File: src/rtl/masked_and_scheduler.sv
// masked_and_scheduler
// Shares one D-share masked AND gadget between N requesters. The block does
// round-robin arbitration, operand muxing, fresh randomness per operation from
// a 32-bit Galois LFSR, and LAT-cycle sequencing of the gadget.
//
// Handshake: req[r] is a level request that the requester holds until it sees
// ack[r]. ack[r] is a one-cycle pulse. rsp_data/rsp_id are valid in the ack
// cycle and hold their values afterwards. Changes to req while busy are ignored
// until the block returns to IDLE.
//
// Optional feature macro: MASKED_AND_RESEED_EN adds seed_valid/seed ports
// that reload the LFSR. A zero seed reloads SEED, because an all-zero LFSR
// would lock up.
module masked_and_scheduler #(
  parameter int          D    = 2,
  parameter int          N    = 2,
  parameter int          LAT  = 1,
  parameter logic [31:0] SEED = 32'hACE1_2025,
  localparam int         IW   = (N > 1) ? $clog2(N) : 1,
  localparam int         R    = D * (D - 1) / 2
) (
  input  logic           clk,
  input  logic           rst_n,
  input  logic [N-1:0]   req,
  input  logic [N*D-1:0] req_a,
  input  logic [N*D-1:0] req_b,
  output logic [N-1:0]   ack,
  output logic [D-1:0]   rsp_data,
  output logic [IW-1:0]  rsp_id,
  output logic           busy,
  output logic           err,
`ifdef MASKED_AND_RESEED_EN
  input  logic           seed_valid,
  input  logic [31:0]    seed,
`endif
  output logic [D-1:0]   and_ina,
  output logic [D-1:0]   and_inb,
  output logic [R-1:0]   and_rin,
  output logic           and_enable,
  input  logic           and_done,
  input  logic [D-1:0]   and_out
);

  localparam logic [1:0]  S_IDLE    = 2'd0;
  localparam logic [1:0]  S_ISSUE   = 2'd1;
  localparam logic [1:0]  S_WAIT    = 2'd2;
  localparam logic [1:0]  S_CAPTURE = 2'd3;

  // Taps of x^32+x^22+x^2+x+1 for a right-shifting Galois LFSR.
  localparam logic [31:0] LFSR_TAPS = 32'h8020_0003;
  // WAIT lasts LAT-1 cycles; the counter runs from LAT-2 down to 0.
  localparam logic [1:0]  WAIT_LOAD = 2'((LAT > 1) ? LAT - 2 : 0);
  localparam logic [N-1:0] ACK_ONE  = 1;

  logic [1:0]    state;
  logic [1:0]    wait_cnt;
  logic [IW-1:0] rr_ptr;
  logic [IW-1:0] id_q;
  logic [D-1:0]  a_q;
  logic [D-1:0]  b_q;
  logic [R-1:0]  rin_q;
  logic [31:0]   lfsr;
  logic [31:0]   lfsr_next;
  logic          grant_vld;
  logic [IW-1:0] grant_idx;

  assign lfsr_next  = {1'b0, lfsr[31:1]} ^ ({32{lfsr[0]}} & LFSR_TAPS);

  // Gadget inputs come straight from the latch registers, so they hold their
  // values from ISSUE through CAPTURE and keep the last operation in IDLE.
  assign and_ina    = a_q;
  assign and_inb    = b_q;
  assign and_rin    = rin_q;
  assign and_enable = (state != S_IDLE);
  assign busy       = (state != S_IDLE);

  // Round-robin pick: first set req bit at or above rr_ptr, wrapping around.
  // The loop runs downward so the smallest offset is the last one written.
  always_comb begin
    grant_vld = 1'b0;
    grant_idx = '0;
    for (int i = N - 1; i >= 0; i--) begin
      if (req[(int'(rr_ptr) + i) % N]) begin
        grant_vld = 1'b1;
        grant_idx = IW'((int'(rr_ptr) + i) % N);
      end
    end
  end

  // LFSR steps every cycle. A reseed load takes priority over stepping.
  always_ff @(posedge clk or negedge rst_n) begin
    if (!rst_n) begin
      lfsr <= SEED;
`ifdef MASKED_AND_RESEED_EN
    end else if (seed_valid) begin
      lfsr <= (seed == 32'd0) ? SEED : seed;
`endif
    end else begin
      lfsr <= lfsr_next;
    end
  end

  // Control FSM: grant and latch, then issue, wait, and capture the result.
  always_ff @(posedge clk or negedge rst_n) begin
    if (!rst_n) begin
      state    <= S_IDLE;
      wait_cnt <= '0;
      rr_ptr   <= '0;
      id_q     <= '0;
      a_q      <= '0;
      b_q      <= '0;
      rin_q    <= '0;
      ack      <= '0;
      rsp_data <= '0;
      rsp_id   <= '0;
      err      <= 1'b0;
    end else begin
      ack <= '0;
      case (state)
        S_IDLE: begin
          if (grant_vld) begin
            id_q  <= grant_idx;
            a_q   <= req_a[grant_idx*D +: D];
            b_q   <= req_b[grant_idx*D +: D];
            rin_q <= lfsr[R-1:0];
            state <= S_ISSUE;
          end
        end
        S_ISSUE: begin
          wait_cnt <= WAIT_LOAD;
          state    <= (LAT > 1) ? S_WAIT : S_CAPTURE;
        end
        S_WAIT: begin
          if (wait_cnt == 2'd0) begin
            state <= S_CAPTURE;
          end else begin
            wait_cnt <= wait_cnt - 2'd1;
          end
        end
        default: begin
          rsp_data <= and_out;
          rsp_id   <= id_q;
          ack      <= ACK_ONE << id_q;
          // and_done is sticky in the gadget, so it is only checked here and
          // never used for timing.
          if (!and_done) begin
            err <= 1'b1;
          end
          rr_ptr <= (id_q == IW'(N - 1)) ? '0 : id_q + 1'b1;
          state  <= S_IDLE;
        end
      endcase
    end
  end

endmodule

File: config.mk
export PLATFORM = sky130hd
export DESIGN_NAME = masked_and_scheduler
export DESIGN_NICKNAME = d
export VERILOG_FILES = /design/src/rtl/masked_and_scheduler.sv
export SDC_FILE = /design/constraint.sdc
export NUM_CORES = 1
export LEC_CHECK = 0
export ABC_AREA = 1
export ABC_CLOCK_PERIOD_IN_PS = 1940
export CORE_MARGIN = 4
export CORE_UTILIZATION = 55
export DETAILED_ROUTE_END_ITERATION = 8
export GPL_ROUTABILITY_DRIVEN = 1
export MAX_ROUTING_LAYER = met4
export PLACE_DENSITY = 0.82
export REMOVE_ABC_BUFFERS = 1
export SYNTH_ARGS = -nofsm -noshare
export SYNTH_HDL_FRONTEND = slang
export SYNTH_SLANG_ARGS = --single-unit
File: constraint.sdc
create_clock -name clk -period 1.94 [get_ports clk]
set_clock_uncertainty 0.2 [all_clocks]
set_input_delay 0.194 -clock clk [delete_from_list [all_inputs] [get_ports clk]]
set_output_delay 0.194 -clock clk [all_outputs]
set_load 0.1 [all_outputs]
; After elaboration in Yosys (flattened, before gate mapping)
; Cells that the tools add are included.
; W data, S select, Z words.
[totals]
word_cells = 54
reg_bits = 49
input_bits = 15
output_inout_bits = 13
[classes]
bitwise = 4
n_reduce_logical = 9
mux = 16
shift = 3
eq_ne = 5
n_addsub = 3
order_cmp = 2
[ops]
columns = cell, count
row1 = $xor A31 B32 Y32, 1
row2 = $mux W1, 10
row3 = $mux W2, 4
row4 = $reduce_and A2 Y1, 4
row5 = $shiftx A4 B3 Y2, 2
row6 = $ne A2 B2 Y1 const B, 3
row7 = $pmux W2 S3, 1
row8 = $logic_not A2 Y1, 2
row9 = $pmux W2 S2, 1
row10 = $reduce_bool A2 Y1, 2
row11 = $lt A2 B3 Y1 const B, 1
row12 = $reduce_or A3 Y1, 1
row13 = $add A1 B1 Y1 const B, 2
row14 = $eq A2 B1 Y1 const B, 1
row15 = $eq A2 B2 Y1 const B, 1
row16 = $lt A1 B2 Y1 const B, 1
row17 = $not A1 Y1, 2
row18 = $shl A1 B1 Y2 const A, 1
row19 = $sub A2 B1 Y2 const B, 1
row20 = $and A1 B1 Y1 const A, 1

; Longest topological paths before layout
[depth]
ltp_word = 9
mapped_depth = 7

; Worst setup path after synthesis
; Ideal clock, no wire load.
[synth_path]
path_type = register to output
startpoint = reg state[0]
endpoint = out busy
stages_incl_launch_ff = 5
t_required_ns = 1.546
setup_slack_ns = -0.178
t_arrival_ns = 1.724
cell_sequence = dfrtp_1 -> inv_1 -> ha_1 -> inv_1 -> buf_4
[synth_between]
elab_chain_len = 1
[synth_lines]
columns = element, line_no
row1 = from (decl), 55  ; logic [1:0] state;
row2 = from (signal assigned), 131  ; state <= (LAT > 1) ? S_WAIT : S_CAPTURE;
row3 = $reduce_bool A2 Y1, -
row4 = to (decl), 30  ; output logic busy,
; Every way passes these cells.

; Worst setup path after layout
[layout_path]
startpoint = reg state[0]
endpoint = out busy
[layout_between]
elab_chain_len = 1
[layout_lines]
columns = element, line_no
row1 = $reduce_bool A2 Y1, 75  ; assign busy = (state != S_IDLE);
; Every way passes these cells.

==> impl_results.md <==
- TritonCTS clock tree: yes
- Total gr overflow: 0
- GR Util met1: 0.2074
- Iter 0 DRT Violations: 46
- Crit end category: output port
- Number of antenna diodes: 0
- Die footprint: 3946 µm²
- Nets: 186
- Unique masters post-synth: 19
- Mapped Area: 1653 µm²
- Routed WL: 2785 µm
- Final setup fails: 0
- Internal power: 1802 µW
- Cells after Synth: 129
- Area taken by multi-input logic gates: 356.6 µm²
- FF+latch count, synth: 49
- CTS Buf Count: 5
- Hold violation count in the final report: 0
- Dpl cells: 188
- Commonest cells post-synth: nand2_1 (40), dfrtp_1 (37), dfstp_2 (12)
- GRT Total Usage: 0.1669
- IO Pins: 28
- RSZ-0062 raised after global routing: no
- Top_reg_cell synth: dfrtp_1
- Area Overhead vs Synth: 24.83%
- Top post-synthesis cells by area: dfrtp_1 (56%), dfstp_2 (19%), nand2_1 (9.1%)
- Final worst path period need: 1.856 ns
- First-pass GRT wire length: 4843 µm
- Initial antenna violation count: 0
- Placer congestion estimate: 0.7289
- Pwr dens: 1593 nW/µm²
- Chip Width: 62.82 µm
- Slew @ Worst Pin: 0.5338 ns
- Root Driver: clkbuf_4
- Die H: 62.82 µm
- Register area: 1241 µm²
- Core ar.: 2805 µm²
- Post-synth EDFFs: 0
- Max VDD drop: 1.115 mV
- Max capacitance violation total: 0
- Slew Limit Headroom: 0.6442
- Share of cells above drive strength 1: 0.2635
- Sw Ratio: 0.4518
- Post-synthesis sequential area ratio: 0.7509
- Finished Layout Cells: 198
- Clock Latency Late Sink: 0.35 ns
- Post-route ant nets: 0
- Yosys warnings: 0
- Startpoint types: flip-flop
- Yosys top cell area share: 0.5602
- DRC Markers: 0
- Vias in the first global route: 1,048
- CTS H-tree depth: 2
- Largest net degree at the start of global routing: 27
- Hpwl dp: 1977 µm
- Effective utilization at floorplan: 0.5892
- Syn_area_per_cell: 12.81 µm²
- Vias per inst: 4.970
- Status: finished clean
- CTS sink count: 49
- Vias: 984
- R2r startpoint: state[0]$_DFFE_PN0P_
- Critical Path RT: 1.55 ns
- Fill count: 187
- Worst hold path type: in -> async
- Sequential fraction of design power: 0.376
- Row count: 19
- Comb power frac: 0.440
- Met3 GRT Util: 0.04676
- Setup CP Type: reg -> out
- Maximum clock insertion buffer count: 2
- Most crowded layer after global routing: met2
- Crit path launch: state[0]$_DFFE_PN0P_
- Clock share of power: 0.184
- Drt pass-1 iters: 4
- Post-synthesis cell type with the largest combined area: dfrtp_1
- Final slew viol count: 0
- WP data arrival: 1.46 ns
- Fmax: 538.9 MHz
- Top-count cell post-synth: nand2_1
- Critical Path Fanout Max: 4
- Hold_ws: 0.1444 ns
- Period utilization: 0.9565
- Synth async-reset ratio: 1.000
- Worst-path clk slew: 0.13 ns
- Routed len/inst: 14.07 µm
- GRT met2 Usage: 0.2450
- Buffers on Ports: 27
- Leak: 0.001101 µW
- Net Switching: 1485 µW
cells in the final DEF (no fill, tap or decap), types with 3 or more instances in the layout:
master | Yosys | final
buf_4 | 1 | 14
clkbuf_4 | 0 | 5
clkdlybuf4s50_1 | 0 | 13
dfrtp_1 | 37 | 37
dfstp_2 | 12 | 12
ha_1 | 5 | 5
inv_1 | 10 | 9
nand2_1 | 40 | 40
nand3_1 | 7 | 7
o21ai_0 | 3 | 3
xor2_1 | 3 | 3
path summary, 6_finish.rpt:
kind                                   endpoint  slack, ns  cells past startpoint
hold / removal               lfsr[17]$_DFF_PN0_       0.14                      2
setup reg to reg           state[0]$_DFFE_PN0P_       0.43                      6
max in group asynchronous    lfsr[23]$_DFF_PN1_       0.74                      3
min in group clk             lfsr[24]$_DFF_PN0_       0.16                      0
hold reg to reg              lfsr[24]$_DFF_PN0_       0.16                      0
setup / recovery                           busy       0.08                      4
per-layer routing:
layer | vias up | share of wire
li1 | 471 | -
met1 | 477 | 0.44
met2 | 30 | 0.48
met3 | 6 | 0.060
met4 | 0 | 0.017
met5 | - | 0
registers in the layout, summed over array words and instances, names as in the netlist:
| register | cells |
|---|---|
| id_q | 1 |
| and_inb | 2 |
| rr_ptr | 1 |
| state | 2 |
| wait_cnt | 2 |
| lfsr | 32 |
| and_rin | 1 |
| and_ina | 2 |
| ack | 2 |
| rsp_data | 2 |
| rsp_id | 1 |
| err | 1 |
worst max-delay path, stage by stage (launching register included):
cell     delay [ns]
dfrtp_1        0.42
inv_1          0.09
ha_1           0.28
inv_2          0.14
buf_12         0.18
metrics by stage:
stage | TNS, ns | total power, µW | util | cell area, µm² | worst slack, ns
after floorplan | -1.132 | 2298 | - | 1645 | -0.5252
after global placement | 0 | 2641 | 0.6976 | 1957 | 0.4670
after global routing | 0 | 3468 | 0.7355 | 2063 | 0.01287
after detailed placement | 0 | 2687 | 0.6976 | 1957 | 0.4193
final | 0 | 3287 | 0.7355 | 2063 | 0.08444
after CTS | 0 | 3298 | 0.7328 | 2056 | 0.06489
what timing repair did:
action | 4_1_cts | 5_1_grt
setup buffers | 0 | 1
endpoints found under the setup margin | 2 | 2
resized for setup | 1 | 0
hold endpoints to repair | 24 | 0
hold buffers | 1 | 0
gates cloned | 0 | 0
power groups by stage:
stage | logic, µW | clock network [µW] | registers [µW]
detailed placement | 1430 | 0 | 1250
global route | 1530 | 686 | 1250
finish | 1450 | 605 | 1240
CTS | 1440 | 621 | 1240
global placement | 1400 | 0 | 1240
floorplan | 437 | 0 | 1860
area by class of cell:
type	count	share of cell area
clock inverters	2	0.01819
clock buffers	6	0.02486
multi-input cells	67	0.1728
flip-flops and latches	49	0.6016
well taps	31	0.01880
repair buffers	31	0.1407
inverters	12	0.02304
kinds of logic after synthesis:
kind of cell,after synthesis,share of synthesized area
and+or+nand+nor,53,0.1416
DFF,49,0.7509
buffers and inverters,13,0.03331
AOI/OAI and AO/OA,6,0.02044
adders and majority gates,5,0.03785
xor gates and xnor gates,3,0.01590
Note: power is estimated with default switching activity, not from simulation.
==> patch 1: new RTL, config.mk and constraints unchanged <==
Change the parameter `D` from 2 to 4.
--- a/src/rtl/masked_and_scheduler.sv
+++ b/src/rtl/masked_and_scheduler.sv
@@ -12,7 +12,7 @@
 // that reload the LFSR. A zero seed reloads SEED, because an all-zero LFSR
 // would lock up.
 module masked_and_scheduler #(
-  parameter int          D    = 2,
+  parameter int          D    = 4,
   parameter int          N    = 2,
   parameter int          LAT  = 1,
   parameter logic [31:0] SEED = 32'hACE1_2025,
Ports: changed (7 resized); port bits go from 28 to 49. No check against the original RTL was run, so the function may have changed too.
==> patch 1 against the unedited design <==
Wire length rose by 49%. Area after synthesis increased by 29%. Setup slack better by 57 ps. Power increased by 49%. Sequential cell count grew 11. Maximum frequency increased by 3.2%. Design area up 38%. Largest power group unchanged.
==> patch 1: results (changes against the unedited design) <==
- Outcome: complete, no violations
- Logic pwr share: 43.5% (-0.5 points)
- Clk_lat worst skew: 330 ps (-20 ps)
- Top cells by count, synth: 82 x nand2_1, 48 x dfrtp_1, 12 x dfstp_2, 11 x nand3_1, 9 x inv_1
- DRT met1 WL: 1.82 mm (+49%)
- Placed cell area: 2620 um^2 (+34%)
- Synth area leaders: dfrtp_1 56%, dfstp_2 15%, nand2_1 14%, ha_1 2.9%, nand3_1 2.6%
- Total Routed Length: 4.15 mm (+49%)
- Largest net degree at the start of global routing: 61 (+130%)
- VDD IR max: 1.76 mV (+58%)
- Number of global-route vias before repair: 1458 (+39%)
- Met3 wire length: 368 um (+120%)
- I/O Buffers: 48 (+78%)
- Reg2Reg Capture Point: and_inb[1]$_DFFE_PN0P_
- GR Util met3: 10.2% (+5.5 points)
- H-tree level count: 3 (+1)
- Design area: 2850 um^2 (+38%)
- Routed wl met2: 1.90 mm (+41%)
- Leak pwr: 0.00152 uW (+38%)
- Register area share after synthesis: 71.1% (-4.0 points)
- Type of the worst min-delay path: register to register
- GR Util met2: 26.6% (+2.1 points)
- Fillers: 236 (+26%)
- Count of cell types in the netlist: 21 (+2)
- Global-route usage over all layers: 18.9% (+2.2 points)
- Max Slew Vio Count: 0 (unchanged)
- Clk Tree Root Cell: clkbuf_8
- Global-route wire length before repair: 6.86 mm (+42%)
- Slew Limit Headroom: 80.1% (+16 points)
- Layout Nets: 277 (+49%)
- Initial DRC count: 130 (+180%)
- GR Util met1: 23.3% (+2.6 points)
- CTS clock-pin slew for the worst setup and hold paths: 70 ps (-60 ps)
- DP HPWL: 2.69 mm (+36%)
- Layout cells sized above 1: 24.2% (-2.1 points)
- Power in the clock group: 1200 uW (+98%)
- TritonCTS Buffers: 9 (+4)
- Gp weighted congestion: 0.831 (+14%)
- Critical Path Sink: and_enable
-- patch 1: cell families after synthesis --
family	synth area share, %
AOI/OAI and AO/OA	1.58
xor gates and xnor gates	1.23
adders and majority gates	2.93
buffers and inverters	4.34
DFF	71.1
and+or+nand+nor	18.8
-- patch 1: final cells by class --
type,count,area share [%]
flip-flops and latches,60,53.2
multi-input cells,112,18.4
repair buffers,52,17.0
clock buffers,10,4.48
clock inverters,6,3.12
well taps,48,2.11
inverters,12,1.67
-- patch 1: what timing repair did --
item	in CTS	in global routing
hold endpoints to repair	60	0
endpoints found under the setup margin	0	2
hold buffers	1	0
resized for setup	0	1
-- patch 1: metrics by stage --
stage	TNS, ps	hold WS (ps)	total power [uW]	worst slack (ps)	std cells
after CTS	0	151	4950	45.2	300
after global placement	0	17.2	3680	377	283
after detailed placement	0	15.4	3720	304	283
final	0	149	4910	141	300
after floorplan	-1130	-302	3160	-525	184
after global routing	0	157	5130	60.2	300
==> patch 2: new RTL, same settings <==
Without the edit above. Register the output `err` once more, with the module's reset; this adds one clock of latency there. The other outputs are not delayed to match.
--- a/src/rtl/masked_and_scheduler.sv
+++ b/src/rtl/masked_and_scheduler.sv
@@ -51,6 +51,8 @@
   // WAIT lasts LAT-1 cycles; the counter runs from LAT-2 down to 0.
   localparam logic [1:0]  WAIT_LOAD = 2'((LAT > 1) ? LAT - 2 : 0);
   localparam logic [N-1:0] ACK_ONE  = 1;
+
+  logic err_s0;
 
   logic [1:0]    state;
   logic [1:0]    wait_cnt;
@@ -113,7 +115,7 @@
       ack      <= '0;
       rsp_data <= '0;
       rsp_id   <= '0;
-      err      <= 1'b0;
+      err_s0   <= 1'b0;
     end else begin
       ack <= '0;
       case (state)
@@ -144,7 +146,7 @@
           // and_done is sticky in the gadget, so it is only checked here and
           // never used for timing.
           if (!and_done) begin
-            err <= 1'b1;
+            err_s0 <= 1'b1;
           end
           rr_ptr <= (id_q == IW'(N - 1)) ? '0 : id_q + 1'b1;
           state  <= S_IDLE;
@@ -153,5 +155,13 @@
     end
   end
 
+  always_ff @(posedge clk or negedge rst_n) begin
+    if (!rst_n) begin
+      err <= '0;
+    end else begin
+      err <= err_s0;
+    end
+  end
+
 endmodule
 
Behaviour: not the same (a bounded check fails within 4 cycles, from zero or initial values and one cycle with rst_n low).
==> patch 2 against the unedited design <==
Power shrank 3.9%. Area after synthesis grew 1.5%. Count of clock-buffer cells in the layout shrank 1. Largest power group unchanged. Sequential share of layout area grew 1.1 points. Non-clock buffer count grew 1. First-iteration DRC count shrank 20%. Setup slack gained 33 ps. Hold slack is essentially flat. Sequential cell count grew 1. Wire length shrank 4.6%. Final cell count grew 1.0%. Design area grew 0.12%.
==> patch 2: results (changes against the unedited design) <==
- Critical path's slowest cell: dfrtp_1
- Multi-input logic area: 357 um^2 (unchanged)
- Initial DRC count: 37 (-20%)
- Max FO, Critical Path: 3 (-1)
- Top-area cell type share of the netlist area: 56.7% (+0.66 points)
- Register area share after synthesis: 75.5% (+0.37 points)
- Global-route wire length before repair: 4.63 mm (-4.4%)
- DRT met1 WL: 1.26 mm (+3.0%)
- Global-route usage over all layers: 15.9% (-0.77 points)
- Outcome: complete, no violations
- Clk_lat worst skew: 350 ps (about the same)
- Largest net degree at the start of global routing: 27 (unchanged)
- Initial antenna violation count: 0 (unchanged)
- Met3 wire length: 154 um (-7.2%)
- CP delay by family, top: flip-flops
- Most common flop cell mapped by yosys: dfrtp_1
- DP HPWL: 1.89 mm (-4.5%)
- GR Util met2: 23.2% (-1.3 points)
- Logic pwr share: 46.1% (+2.1 points)
- Leak pwr: 0.00110 uW (about the same)
- Vias: 992 (+0.81%)
- Signal buf overhead: 14.4% (+0.35 points)
- Non-clock buffers: 32 (+3.2%)
- Path depth of the worst reg2reg path: 5 (-1)
- Worst-margin pin slew: 521 ps (-12.4 ps)
- Final non-filler cell total: 200 (+1.0%)
- Routed wl met2: 1.18 mm (-13%)
- Layout Nets: 188 (+1.1%)
- Gp weighted congestion: 0.741 (+1.7%)
- Clock power frac: 14.3% (-4.1 points)
- Seq area share: 61.3% (+1.1 points)
- Count of cell types in the netlist: 19 (unchanged)
- Fillers: 198 (+5.9%)
- TritonCTS Buffers: 5 (unchanged)
- GR Util met1: 20.1% (-0.65 points)
- Critical Path AT: 1430 ps (-30 ps)
- Top cells by count, synth: 40 x nand2_1, 38 x dfrtp_1, 12 x dfstp_2, 10 x inv_1, 7 x nand3_1
- VDD IR max: 1.65 mV (+48%)
- Hold Slack: 145 ps (+0.448 ps)
- Synth area leaders: dfrtp_1 57%, dfstp_2 19%, nand2_1 8.9%, ha_1 3.7%, inv_1 2.2%
- P_sw: 1490 uW (+0.24%)
- Max reg flops: 32 (unchanged)
- Critical Path Sink: and_enable
- Layout cells sized above 1: 26.6% (+0.28 points)
- GR Util met3: 4.62% (-0.058 points)
- Reg2Reg Setup Slack: 510 ps (+80 ps)
- Syn Area/Cell: 12.9 um^2 (+0.73%)
- Clock-cell share: 2.85% (-1.5 points)
- Number of global-route vias before repair: 1058 (+0.95%)
- Avg WL per Cell: 13.3 um (-5.6%)
- CP bufs+invs: 3 (unchanged)
- Yosys warns: 0 (unchanged)
- Multi-input gate count: 67 (unchanged)
- Yosys reg bits: 50 (+2.0%)
==> patch 2: cell count changes after synthesis <==
cell,change
dfrtp_1,+1
==> patch 2: what timing repair did <==
action	in CTS	in global routing
setup buffers	0	2
gates resized for setup	1	0
hold endpoints to repair	24	0
setup endpoints to repair	2	2
hold buffers	1	0
gates cloned	0	0
==> patch 2: through the flow <==
step	total power [uW]	setup TNS (ps)	instance area, um^2	utilization (%)	worst slack, ps
6_report	3160	0	2070	73.0	117
5_1_grt	3320	0	2070	73.0	42.8
4_1_cts	3160	0	2050	72.5	61.5
3_5_place_dp	2700	0	1980	70.1	426
3_3_place_gp	2660	0	1980	70.1	468
2_1_floorplan	2320	-1130	1670	-	-525
==> patch 2: logic make-up (layout without fill, tap and decap cells) <==
family                     Yosys count  after routing  synth area share (%)
AOI/OAI and AO/OA                    6              6                  2.01
xor gates and xnor gates             3              3                  1.57
adders and majority gates            5              5                  3.73
buffers and inverters               13             52                  3.28
DFF                                 50             50                  75.5
and+or+nand+nor                     53             53                  13.9
